`src/rtl/pe_inst_issuer.sv`:
```
// PE column instruction issuer: per layer issues RESET, streams the packed Conf
// over the config bus, issues START, then WORK nwork times with STALL on backpressure.
module pe_inst_issuer #(
   parameter int ConfWd    = 80,
   parameter int ConfBusWd = 16,
   parameter int InstDWd   = 3,
   parameter int PEcol     = 16,
   parameter int CntWd     = 16
) (
   input  logic                 i_clk,
   input  logic                 i_rst,
   input  logic [ConfWd-1:0]    i_conf,
   input  logic [CntWd-1:0]     i_nwork,
   input  logic [PEcol-1:0]     i_pe_mask,
   input  logic                 i_conf_valid,
   output logic                 o_conf_ready,
   input  logic [PEcol-1:0]     i_pe_ready,
   output logic [InstDWd-1:0]   o_inst,
   output logic [PEcol-1:0]     o_pe_en,
   output logic [ConfBusWd-1:0] o_cbus,
   output logic                 o_cbus_valid,
   output logic                 o_busy,
   output logic                 o_done,
   output logic [2:0]           dbg_state
);

   localparam int NBeat  = (ConfWd + ConfBusWd - 1) / ConfBusWd;
   localparam int PadWd  = NBeat * ConfBusWd;
   localparam int BeatWd = (NBeat > 1) ? $clog2(NBeat) : 1;
   localparam logic [BeatWd-1:0] LastBeat = BeatWd'(NBeat - 1);

   localparam logic [2:0] S_IDLE  = 3'd0;
   localparam logic [2:0] S_RST   = 3'd1;
   localparam logic [2:0] S_CONF  = 3'd2;
   localparam logic [2:0] S_START = 3'd3;
   localparam logic [2:0] S_WORK  = 3'd4;
   localparam logic [2:0] S_DONE  = 3'd5;

   localparam logic [InstDWd-1:0] INST_STALL = InstDWd'(0);
   localparam logic [InstDWd-1:0] INST_RESET = InstDWd'(1);
   localparam logic [InstDWd-1:0] INST_START = InstDWd'(2);
   localparam logic [InstDWd-1:0] INST_WORK  = InstDWd'(3);

   logic [2:0]        state;
   logic [BeatWd-1:0] beat;
   logic [CntWd-1:0]  cnt;
   logic [PadWd-1:0]  conf_sh;
   logic [CntWd-1:0]  nwork_q;
   logic [PEcol-1:0]  mask_q;
   logic              go;

   // Handshake: a Conf word transfers on a cycle where i_conf_valid and
   // o_conf_ready are both high at the rising edge; ready is high only in IDLE
   // and never depends on valid.
   assign o_conf_ready = (state == S_IDLE);

   // Disabled PEs are forced ready so they never hold up the column.
   assign go = &(i_pe_ready | ~mask_q);

   always_ff @(posedge i_clk) begin
      if (i_rst) begin
         state   <= S_IDLE;
         beat    <= '0;
         cnt     <= '0;
         conf_sh <= '0;
         nwork_q <= '0;
         mask_q  <= '0;
      end else begin
         case (state)
            S_IDLE: begin
               if (i_conf_valid && o_conf_ready) begin
                  // Left-align so a short final beat is zero-padded in its low bits.
                  conf_sh <= PadWd'(i_conf) << (PadWd - ConfWd);
                  nwork_q <= i_nwork;
                  mask_q  <= i_pe_mask;
                  state   <= S_RST;
               end
            end
            S_RST: begin
               beat  <= '0;
               state <= S_CONF;
            end
            S_CONF: begin
               conf_sh <= conf_sh << ConfBusWd;
               if (beat == LastBeat) begin
                  beat  <= '0;
                  state <= S_START;
               end else begin
                  beat <= beat + BeatWd'(1);
               end
            end
            S_START: begin
               cnt   <= '0;
               state <= (nwork_q != '0) ? S_WORK : S_DONE;
            end
            S_WORK: begin
               if (go) begin
                  if (cnt == nwork_q - CntWd'(1)) begin
                     cnt   <= '0;
                     state <= S_DONE;
                  end else begin
                     cnt <= cnt + CntWd'(1);
                  end
               end
            end
            S_DONE: begin
               state <= S_IDLE;
            end
            default: begin
               state <= S_IDLE;
            end
         endcase
      end
   end

   always_comb begin
      o_inst = INST_STALL;
      case (state)
         S_RST:   o_inst = INST_RESET;
         S_START: o_inst = INST_START;
         S_WORK:  o_inst = go ? INST_WORK : INST_STALL;
         default: o_inst = INST_STALL;
      endcase
   end

   assign o_pe_en      = (state != S_IDLE) ? mask_q : '0;
   assign o_cbus       = (state == S_CONF) ? conf_sh[PadWd-1 -: ConfBusWd] : '0;
   assign o_cbus_valid = (state == S_CONF);
   assign o_busy       = (state != S_IDLE);
   assign o_done       = (state == S_DONE);
   assign dbg_state    = state;

endmodule

```
`config.mk`:
```
export PLATFORM = sky130hd
export DESIGN_NAME = pe_inst_issuer
export DESIGN_NICKNAME = d
export VERILOG_FILES = /design/src/rtl/pe_inst_issuer.sv
export SDC_FILE = /design/constraint.sdc
export NUM_CORES = 1
export LEC_CHECK = 0
export CAP_MARGIN = 20
export CORE_MARGIN = 5
export CORE_UTILIZATION = 44
export CTS_CLUSTER_DIAMETER = 80
export CTS_CLUSTER_SIZE = 20
export DETAILED_ROUTE_END_ITERATION = 8
export PLACE_DENSITY = 0.76
export SLEW_MARGIN = 40
export SYNTH_ARGS = -nofsm -noshare
export SYNTH_HDL_FRONTEND = slang
export SYNTH_SLANG_ARGS = --single-unit
```
`constraint.sdc`:
```
create_clock -name i_clk -period 2.26 [get_ports i_clk]
set_clock_uncertainty 0.1 [all_clocks]
set_input_delay 0.339 -clock i_clk [delete_from_list [all_inputs] [get_ports i_clk]]
set_output_delay 0.339 -clock i_clk [all_outputs]
set_load 0.05 [all_outputs]
```
Yosys cells after proc, flatten, opt, wreduce, memory -nomap -nowiden
Cells that the tools add are included.

Register bits: 134. Input bits: 131. Output and inout bits: 42.

Add/subtract/negate cells: 3. Eq/ne operators: 11. Mux-type cells: 17. Bitwise gates (word level): 2. Reductions and logical operators: 12.

Operators by type and width (number): 80-bit case mux with 2 select lines (1); 80-bit two-way mux (1); 16-bit two-way mux (4); 16-bit case mux with 2 select lines (1); 16-bit by 1-bit adder with 16-bit output (second input constant) (1); 16-bit equality test (1); 16-bit inverter (1); 16-bit OR (1); 16-bit AND reduction (1); 16-bit nonzero test (1); 16-bit by 1-bit subtractor with 16-bit output (second input constant) (1); 3-bit two-way mux (5); 3-bit case mux with 5 select lines (1); 3-bit equality test (second input constant) (3); 3-bit by 2-bit equality test with 1-bit output (second input constant) (2); 2-bit case mux with 3 select lines (1); 3-bit case mux with 2 select lines (1); 2-bit AND reduction (3); 2-bit nonzero test (3); 2-bit by 1-bit inequality test with 1-bit output (second input constant) (2); 2-bit inequality test (second input constant) (2); 4-bit AND reduction (1); 3-bit by 1-bit adder with 3-bit output (second input constant) (1); 3-bit by 1-bit equality test with 1-bit output (second input constant) (1); other kinds (5) (5).

Logic depth before layout (Yosys ltp)
Depth in word-level cells: 5. Gate-level depth with buffers: 10.

Worst setup path after synthesis
OpenSTA, ideal clock, no wires.

Kind: register to output. Start: register state[2], in the netlist dbg_state[2]. End: output o_pe_en[11]. Arrival time: 2.425 ns. Data required time: 1.821 ns. Slack: -0.604 ns. Cell stages (with the launch flop): 6. Buffers on the path: 3. Cells stage by stage: dfxtp_1 buf_2 nor3_1 clkbuf_1 clkbuf_1 nor2b_1.

Word-level cells in the longest chain between the ends: 2.

Ends and longest elaborated chain: start: declaration (line 44) `logic [2:0] state;`; start signal: assignment (line 94) `state <= (nwork_q != '0) ? S_WORK : S_DONE;`; 3-bit nonzero test (line 126) `assign o_pe_en = (state != S_IDLE) ? mask_q : '0;`; 16-bit two-way mux (line 126); end: declaration (line 19) `output logic [PEcol-1:0] o_pe_en,`.

No other way between the ends.

Worst setup path in the final report
Start: register nwork_q[5]. End: register cnt[4].

Word-level cells in the longest chain between the ends: 5.

Ends and longest elaborated chain: start: declaration (line 48) `logic [CntWd-1:0] nwork_q;`; start signal: assignment (line 74) `nwork_q <= i_nwork;`; 16-bit by 1-bit subtractor with 16-bit output (line 98) `if (cnt == nwork_q - CntWd'(1)) begin`; 16-bit equality test (line 98); 16-bit two-way mux (line 98); 16-bit two-way mux (line 97) `if (go) begin`; 16-bit case mux with 2 select lines (line 69) `case (state)`; end signal: assignment (line 102) `cnt <= cnt + CntWd'(1);`; end: declaration (line 46) `logic [CntWd-1:0] cnt;`.

No other way between the ends. The select of a mux whose other input is x is not followed. A chain may end at the register's enable or synchronous reset.

==> flow_summary_export.csv <==
group,metric,value,unit
worst_hold_path,timing.hold.worst_endpoint,"nwork_q[11]",
worst_hold_path,timing.hold.worst_path_depth,2,
worst_setup_path,crit_slowest_cell,"dfxtp_2",
detailed_routing,highest-signal-layer,"met4",
clocking,cts.sink_count,134,
worst_setup_path,worst_ep_required_time,2.45,ns
worst_setup_path,crit_path_start_kind,"flop",
worst_setup_path,r2r_cells,9,
sta,worst-slew-pin-transition,0.6170,ns
cells_and_area,antenna_cells_inserted,0,
clocking,cts_htree_levels,4,
worst_setup_path,regToRegStartpoint,"nwork_q[5]",
status,outcome,"finished with violations",
yosys,synthesized_flop_and_latch_total,134,
clocking,root_buffer,"clkbuf_16",
die,floorplan.die.height,131.4,um
placement,place.port_buffers,171,
die,initial_utilization,0.4478,
detailed_routing,post_drt_wl_per_cell,16.26,um
worst_setup_path,crit_path_cell_trace,"nor4_2 -> buf_4 -> nand4b_1 -> xnor2_1 -> a2111oi_2 -> nand4_1 -> nor3_4 -> buf_12 -> nor3b_1",
clocking,clock_tree_from_tritoncts,"yes",
sta,hold_slack,0.1632,ns
clocking,cts_buffer_depth,2,
yosys,post_synth_cell_types,46,
sta,post_route_minimum_period,2.351,ns
global_routing,grt_pass1_wl,32.45,mm
worst_setup_path,path_class,"reg -> reg",
status,failing_checks,"setup timing",
placement,gp_congestion,0.8518,
global_routing,grt_max_degree,88,
cells_and_area,sequential_cell_area,0.002698,mm^2
worst_setup_path,worst_path_dominant_cell_family,"simple AND/OR/NAND/NOR gates",
global_routing,global_route.overflow_total,0,
power,powerDensity,948.0,mW/mm^2
yosys,ys_warn_count,0,
detailed_routing,detailroute.via_count,6643,
sta,timing.final.hold_violations,0,
yosys,synthTopCellsByArea,"dfxtp_1 41%, nand2_1 14%, a311oi_1 8.6%",
sta,maxSlewViolCount,0,
worst_setup_path,highest_net_fanout_along_the_worst_path,14,
global_routing,antenna_found_initial,0,
cells_and_area,layout-drive-gt1-share,0.1990,
detailed_routing,wl_met2,9.573,mm
sta,finalSetupViolCount,17,
yosys,mappedNetlistArea,0.006484,mm^2
detailed_routing,drc,0,
detailed_routing,detail_route.first_pass.iterations,5,
clocking,insertion_delay,0.41,ns
yosys,synth_top_area_share,0.4137,
yosys,synthCells,855,
worst_setup_path,timing.critical_path.arrival,2.55,ns
yosys,synth_largest_area_cell,"dfxtp_1",
detailed_routing,dr_wl_met3,1.268,mm
cells_and_area,num-fill-cells,1137,
worst_setup_path,rr_endpoint,"cnt[4]",
yosys,syn-mean-instance-area,7.583,um^2
clocking,cts_inserted_buffers,17,
job,drv.max_cap_violation_count,0,
clocking,clk_pin_slew,0.06,ns
worst_hold_path,worstHoldPathType,"in -> reg",
die,dieArea,0.01726,mm^2
yosys,yosysSeqAreaShare,0.4137,
power,max-vdd-ir-drop,585.6,uV
die,core.rowCount,44,
die,core_area,0.01448,mm^2
placement,preCtsSetupSlack,-0.4943,ns
placement,hpwl,14.29,mm
worst_setup_path,crit_buf_inv,2,
sta,slew_headroom,0.5887,
detailed_routing,vias_per_cell,5.383,
global_routing,number_of_global_route_vias_before_repair,6328,
detailed_routing,first_iteration_detailed_routing_drc_count,349,
cells_and_area,finalNetCount,1173,
sta,maxClockFrequency,425.4,MHz
global_routing,globalRouteTotalUtil,0.2244,
worst_setup_path,slowest_delay,0.32,ns
worst_hold_path,timing.hold.worst.start,"i_rst",
cells_and_area,multi_input_logic_area,0.003780,mm^2
die,die-width,131.4,um
sta,min_period_over_period,1.040,
cells_and_area,areaGrowthSynthToFinish,51.37,%
sta,rsz0062_at_grt,"true",
worst_setup_path,worst-r2r-setup-slack,-0.09,ns
detailed_routing,postRouteAntennaNets,0,
detailed_routing,wirelength,20.06,mm
sta,layout_setup_ws,-0.09099,ns
detailed_routing,met1_length,8.811,mm
worst_setup_path,cp-end-kind,"flop",
power,power.static_leakage,3.899,nW
die,io_pins,173,
yosys,syn-num-nets,990,
==> registers in the layout, indices dropped and copies added, names as in the netlist <==
register and count:
beat 3, cnt 16, conf_sh 80, dbg_state 3, mask_q 16, nwork_q 16
==> where the power goes <==
group          total (mW)  switching [mW]  leakage, nW  internal [mW]
logic                3.41            1.93         2.51           1.49
registers            3.16           0.322         1.10           2.83
clock network        2.74            1.08        0.284           1.66
total                9.30            3.32         3.90           5.98
==> repair_timing <==
item | 4_1_cts | 5_1_grt
endpoints found under the setup margin | 19 | 20
hold buffers | 0 | 0
pin swaps | 6 | 3
setup buffers | 5 | 0
gates resized for setup | 41 | 25
==> logic make-up after synthesis <==
family | share of synthesized area
compound gates | 0.1617
buf+inv | 0.05249
fa+ha+maj | 0.007719
other cells | 0.0005784
xor+xnor | 0.05133
simple gates | 0.3093
flops | 0.4137
mux | 0.003088
==> worst register-to-register path: cells and delay by family, from the launching register on <==
family / cells / cell delay [ns]
simple gates: 5 / 0.97
buf+inv: 2 / 0.36
flops: 1 / 0.32
compound gates: 1 / 0.32
xor+xnor: 1 / 0.17
==> area by class of cell <==
cell class                 instances  share of cell area
sequential                       134              0.2749
multi-input combinational        636              0.3851
clock inverter                    13             0.01492
clock buffer                      18             0.04475
tap                              184             0.02346
inverter                          14            0.005609
timing repair buffer             235              0.2513
==> per-stage QoR <==
step / area (um^2) / std cells / power (mW) / utilization / TNS (ns)
floorplan: 6568 / 855 / 5.129 / - / 0
global placement: 8937 / 1198 / 6.381 / 0.6173 / -4.940
detailed placement: 8941 / 1198 / 6.439 / 0.6175 / -5.495
CTS: 9706 / 1234 / 9.293 / 0.6703 / -0.9475
global route: 9814 / 1234 / 9.808 / 0.6778 / -2.575
finish: 9814 / 1234 / 9.305 / 0.6778 / -1.141
==> cell usage in the layout, fill, tap and decap left out, types with 5 or more instances in the layout <==
cell             instances
nand2_1                245
dfxtp_1                122
clkdlybuf4s50_1        117
nor2_1                  80
buf_4                   72
a311oi_1                64
a21oi_1                 58
buf_12                  29
xnor2_1                 27
clkbuf_16               17
nor3b_1                 16
nand2b_4                12
dfxtp_2                 12
inv_1                   11
nor2b_1                 11
xor2_1                  11
and3_1                  10
and3_2                   9
dlygate4sd2_1            9
nand3_1                  8
nor3_2                   6
nand2b_1                 5
==> cells in the mapped netlist (all sizes together) <==
library cell    n
nand4           4
o211ai          2
a21boi          3
xor2           11
nand3           8
a31oi           2
a21oi          60
nor3b          18
nor4b           2
and3           19
and2            2
mux2i           2
a2111oi         3
conb            1
o2111ai         4
a41oi           1
a311oi         64
nand3b          1
inv            14
nand2b         17
nor3           11
and4b           1
a311o           1
ha              4
nand2         247
a22oi           1
nand4b          4
nor2           85
buf            10
nor4            9
o21ai           4
o311ai          1
dfxtp         134
or4             1
nor2b          15
o221ai          1
xnor2          27
clkbuf         61
==> worst max-delay path by stage <==
stage	start	endpoint	slack, ns	cells past startpoint
6_report	nwork_q[5]	cnt[4]	-0.09	9
5_1_grt	nwork_q[5]	cnt[4]	-0.14	10
4_1_cts	mask_q[13]	o_inst[0]	-0.08	8
3_5_place_dp	i_pe_ready[6]	cnt[9]	-0.49	11
3_3_place_gp	i_pe_ready[6]	cnt[9]	-0.40	11
2_1_floorplan	nwork_q[7]	cnt[14]	0.03	9
==> per-layer routing <==
layer / vias up / track usage
li1: 3288 / -
met1: 3098 / 0.2941
met2: 227 / 0.3668
met3: 30 / 0.05734
met4: 0 / 0.06457
met5: - / 0
Note: power is estimated with default switching activity, not from simulation.
==> RTL change, RTL diff (same settings) <==
Put one more register stage on the output `dbg_state`. The value now appears one clock later. The other outputs are not delayed to match.
--- a/src/rtl/pe_inst_issuer.sv
+++ b/src/rtl/pe_inst_issuer.sv
@@ -130,3 +130,5 @@
    assign o_done       = (state == S_DONE);
-   assign dbg_state    = state;
+   always_ff @(posedge i_clk) begin
+      dbg_state <= state;
+   end
 
Function: changed (Yosys sat finds a counterexample within 4 cycles, from zero or initial values and one cycle with i_rst high).
==> RTL change against the unedited design <==
  * The run still ends with negative setup slack left
  * Largest power group unchanged
  * Wire length rose by 7.2%
  * Sequential cell count rose by 3
  * Highest routed layer unchanged
  * Final area rose by 2.1%
  * Sequential power rose by 16%
  * Sequential share of layout area barely moved
  * Combinational power rose by 72%
  * Worst setup slack got worse by 520 ps
  * Area after synthesis rose by 2.1%
  * Largest cell class unchanged
  * Total power rose by 33%
==> RTL change: results (changes against the unedited design) <==
| Metric | Value |
|---|---|
| Outcome | `finished with violations (unchanged)` |
| Violations in the final reports | `negative setup slack (unchanged)` |
| Mean number of vias per cell | `5.50 (was 5.38)` |
| Library cells used by synthesis | `64 (was 46)` |
| Worst-Margin Slew | `513 ps (was 617 ps)` |
| Number of nets in the synthesized netlist | `998 (was 990)` |
| Multiplexer area fraction after synthesis | `0.472% (was 0.309%)` |
| Number of global-route vias before repair | `6696 (was 6328)` |
| Initial detailed-routing violation count | `620 (was 349)` |
| Met2 Use GR | `41.1% (was 36.7%)` |
| End of the worst register-to-register path | `cnt[2] (was cnt[4])` |
| Crit-path max FO | `13 (was 14)` |
| Share of synthesized cell area in full adder, half adder and majority cells | `0.756% (was 0.772%)` |
| Wire length per cell after detailed routing | `17.0 µm (was 16.3 µm)` |
| Largest vdd supply drop | `0.834 mV (was 0.586 mV)` |
| Setup repair bufs after CTS | `18 (was 5)` |
| Met2 Routed Length | `10800 µm (was 9570 µm)` |
| Final setup margin | `-609 ps (was -91.0 ps)` |
| Compound-gate portion of the synthesized area | `16.6% (was 16.2%)` |
| GPL Wtd Cong | `0.904 (was 0.852)` |
| Most used standard cells in the synthesized netlist | `242 x sky130_fd_sc_hd__nand2_1, 137 x sky130_fd_sc_hd__dfxtp_1, 79 x sky130_fd_sc_hd__nor2_1 (was 247 x sky130_fd_sc_hd__nand2_1, 134 x sky130_fd_sc_hd__dfxtp_1, 85 x sky130_fd_sc_hd__nor2_1)` |
| Final cell count without fillers | `1267 (was 1234)` |
| Total setup violations reported at the end of the flow | `19 (was 17)` |
| Met1 layer wirelength in the final routing | `8930 µm (was 8810 µm)` |
| Xor-xnor portion of the synthesized cell area | `3.97% (was 5.13%)` |
| Cell area after placement | `0.00900 mm² (was 0.00894 mm²)` |
| Reported leakage power | `0.00393 µW (was 0.00390 µW)` |
| Final HPWL DP | `14300 µm (about the same)` |
| Wire length of the first global-routing pass | `33700 µm (was 32500 µm)` |
| Sequential share of the synthesized area | `41.4% (about the same)` |
[RTL change: changes by cell type in the layout (fill, tap and decap cells not counted), sizes merged, moves of 6 or more]
cell	unedited run	this run
xnor2	27	14
nor3b	18	4
nor2	85	79
buf	105	128
clkdlybuf4s50	117	126
nor3	11	24
and3	19	4
and2	2	17
nor2b	15	29
inv	18	12
nand2b	17	5
[RTL change: area by class of cell]
| class | count | area [µm²] |
|---|---|---|
| diodes | 1 | 2.50 |
| clock buffers | 21 | 460 |
| clock inverters | 10 | 145 |
| fillers | 1150 | 4620 |
| inverters | 13 | 52.6 |
| multi-input cells | 640 | 3750 |
| flip-flops and latches | 137 | 2760 |
| well taps | 184 | 230 |
| repair buffers | 260 | 2620 |
| repair inverters | 1 | 7.51 |
[RTL change: worst register-to-register path, cell delays in order (launching register included)]
cell	delay [ps]
sky130_fd_sc_hd__dfxtp_4	340
sky130_fd_sc_hd__inv_2	60
sky130_fd_sc_hd__ha_4	120
sky130_fd_sc_hd__or4b_4	470
sky130_fd_sc_hd__or4b_1	510
sky130_fd_sc_hd__nand2_1	70
sky130_fd_sc_hd__a31oi_1	100
sky130_fd_sc_hd__or4b_4	590
sky130_fd_sc_hd__nor3_4	180
sky130_fd_sc_hd__buf_12	160
sky130_fd_sc_hd__nor3_1	60
[RTL change: worst min path at each step]
stage                     start           end  slack, ps  depth (start not counted)
floorplan              state[1]  dbg_state[1]        250                          0
global placement    conf_sh[11]   conf_sh[11]        340                          2
detailed placement   conf_sh[8]    conf_sh[8]        350                          2
CTS                       i_rst     mask_q[6]        210                          2
global route              i_rst     mask_q[1]        220                          2
finish                    i_rst     mask_q[1]        210                          2
[RTL change: power by group]
group / internal [µW] / switching [µW]
Clock: 1790 / 1070
Sequential: 3210 / 468
Combinational: 2510 / 3370
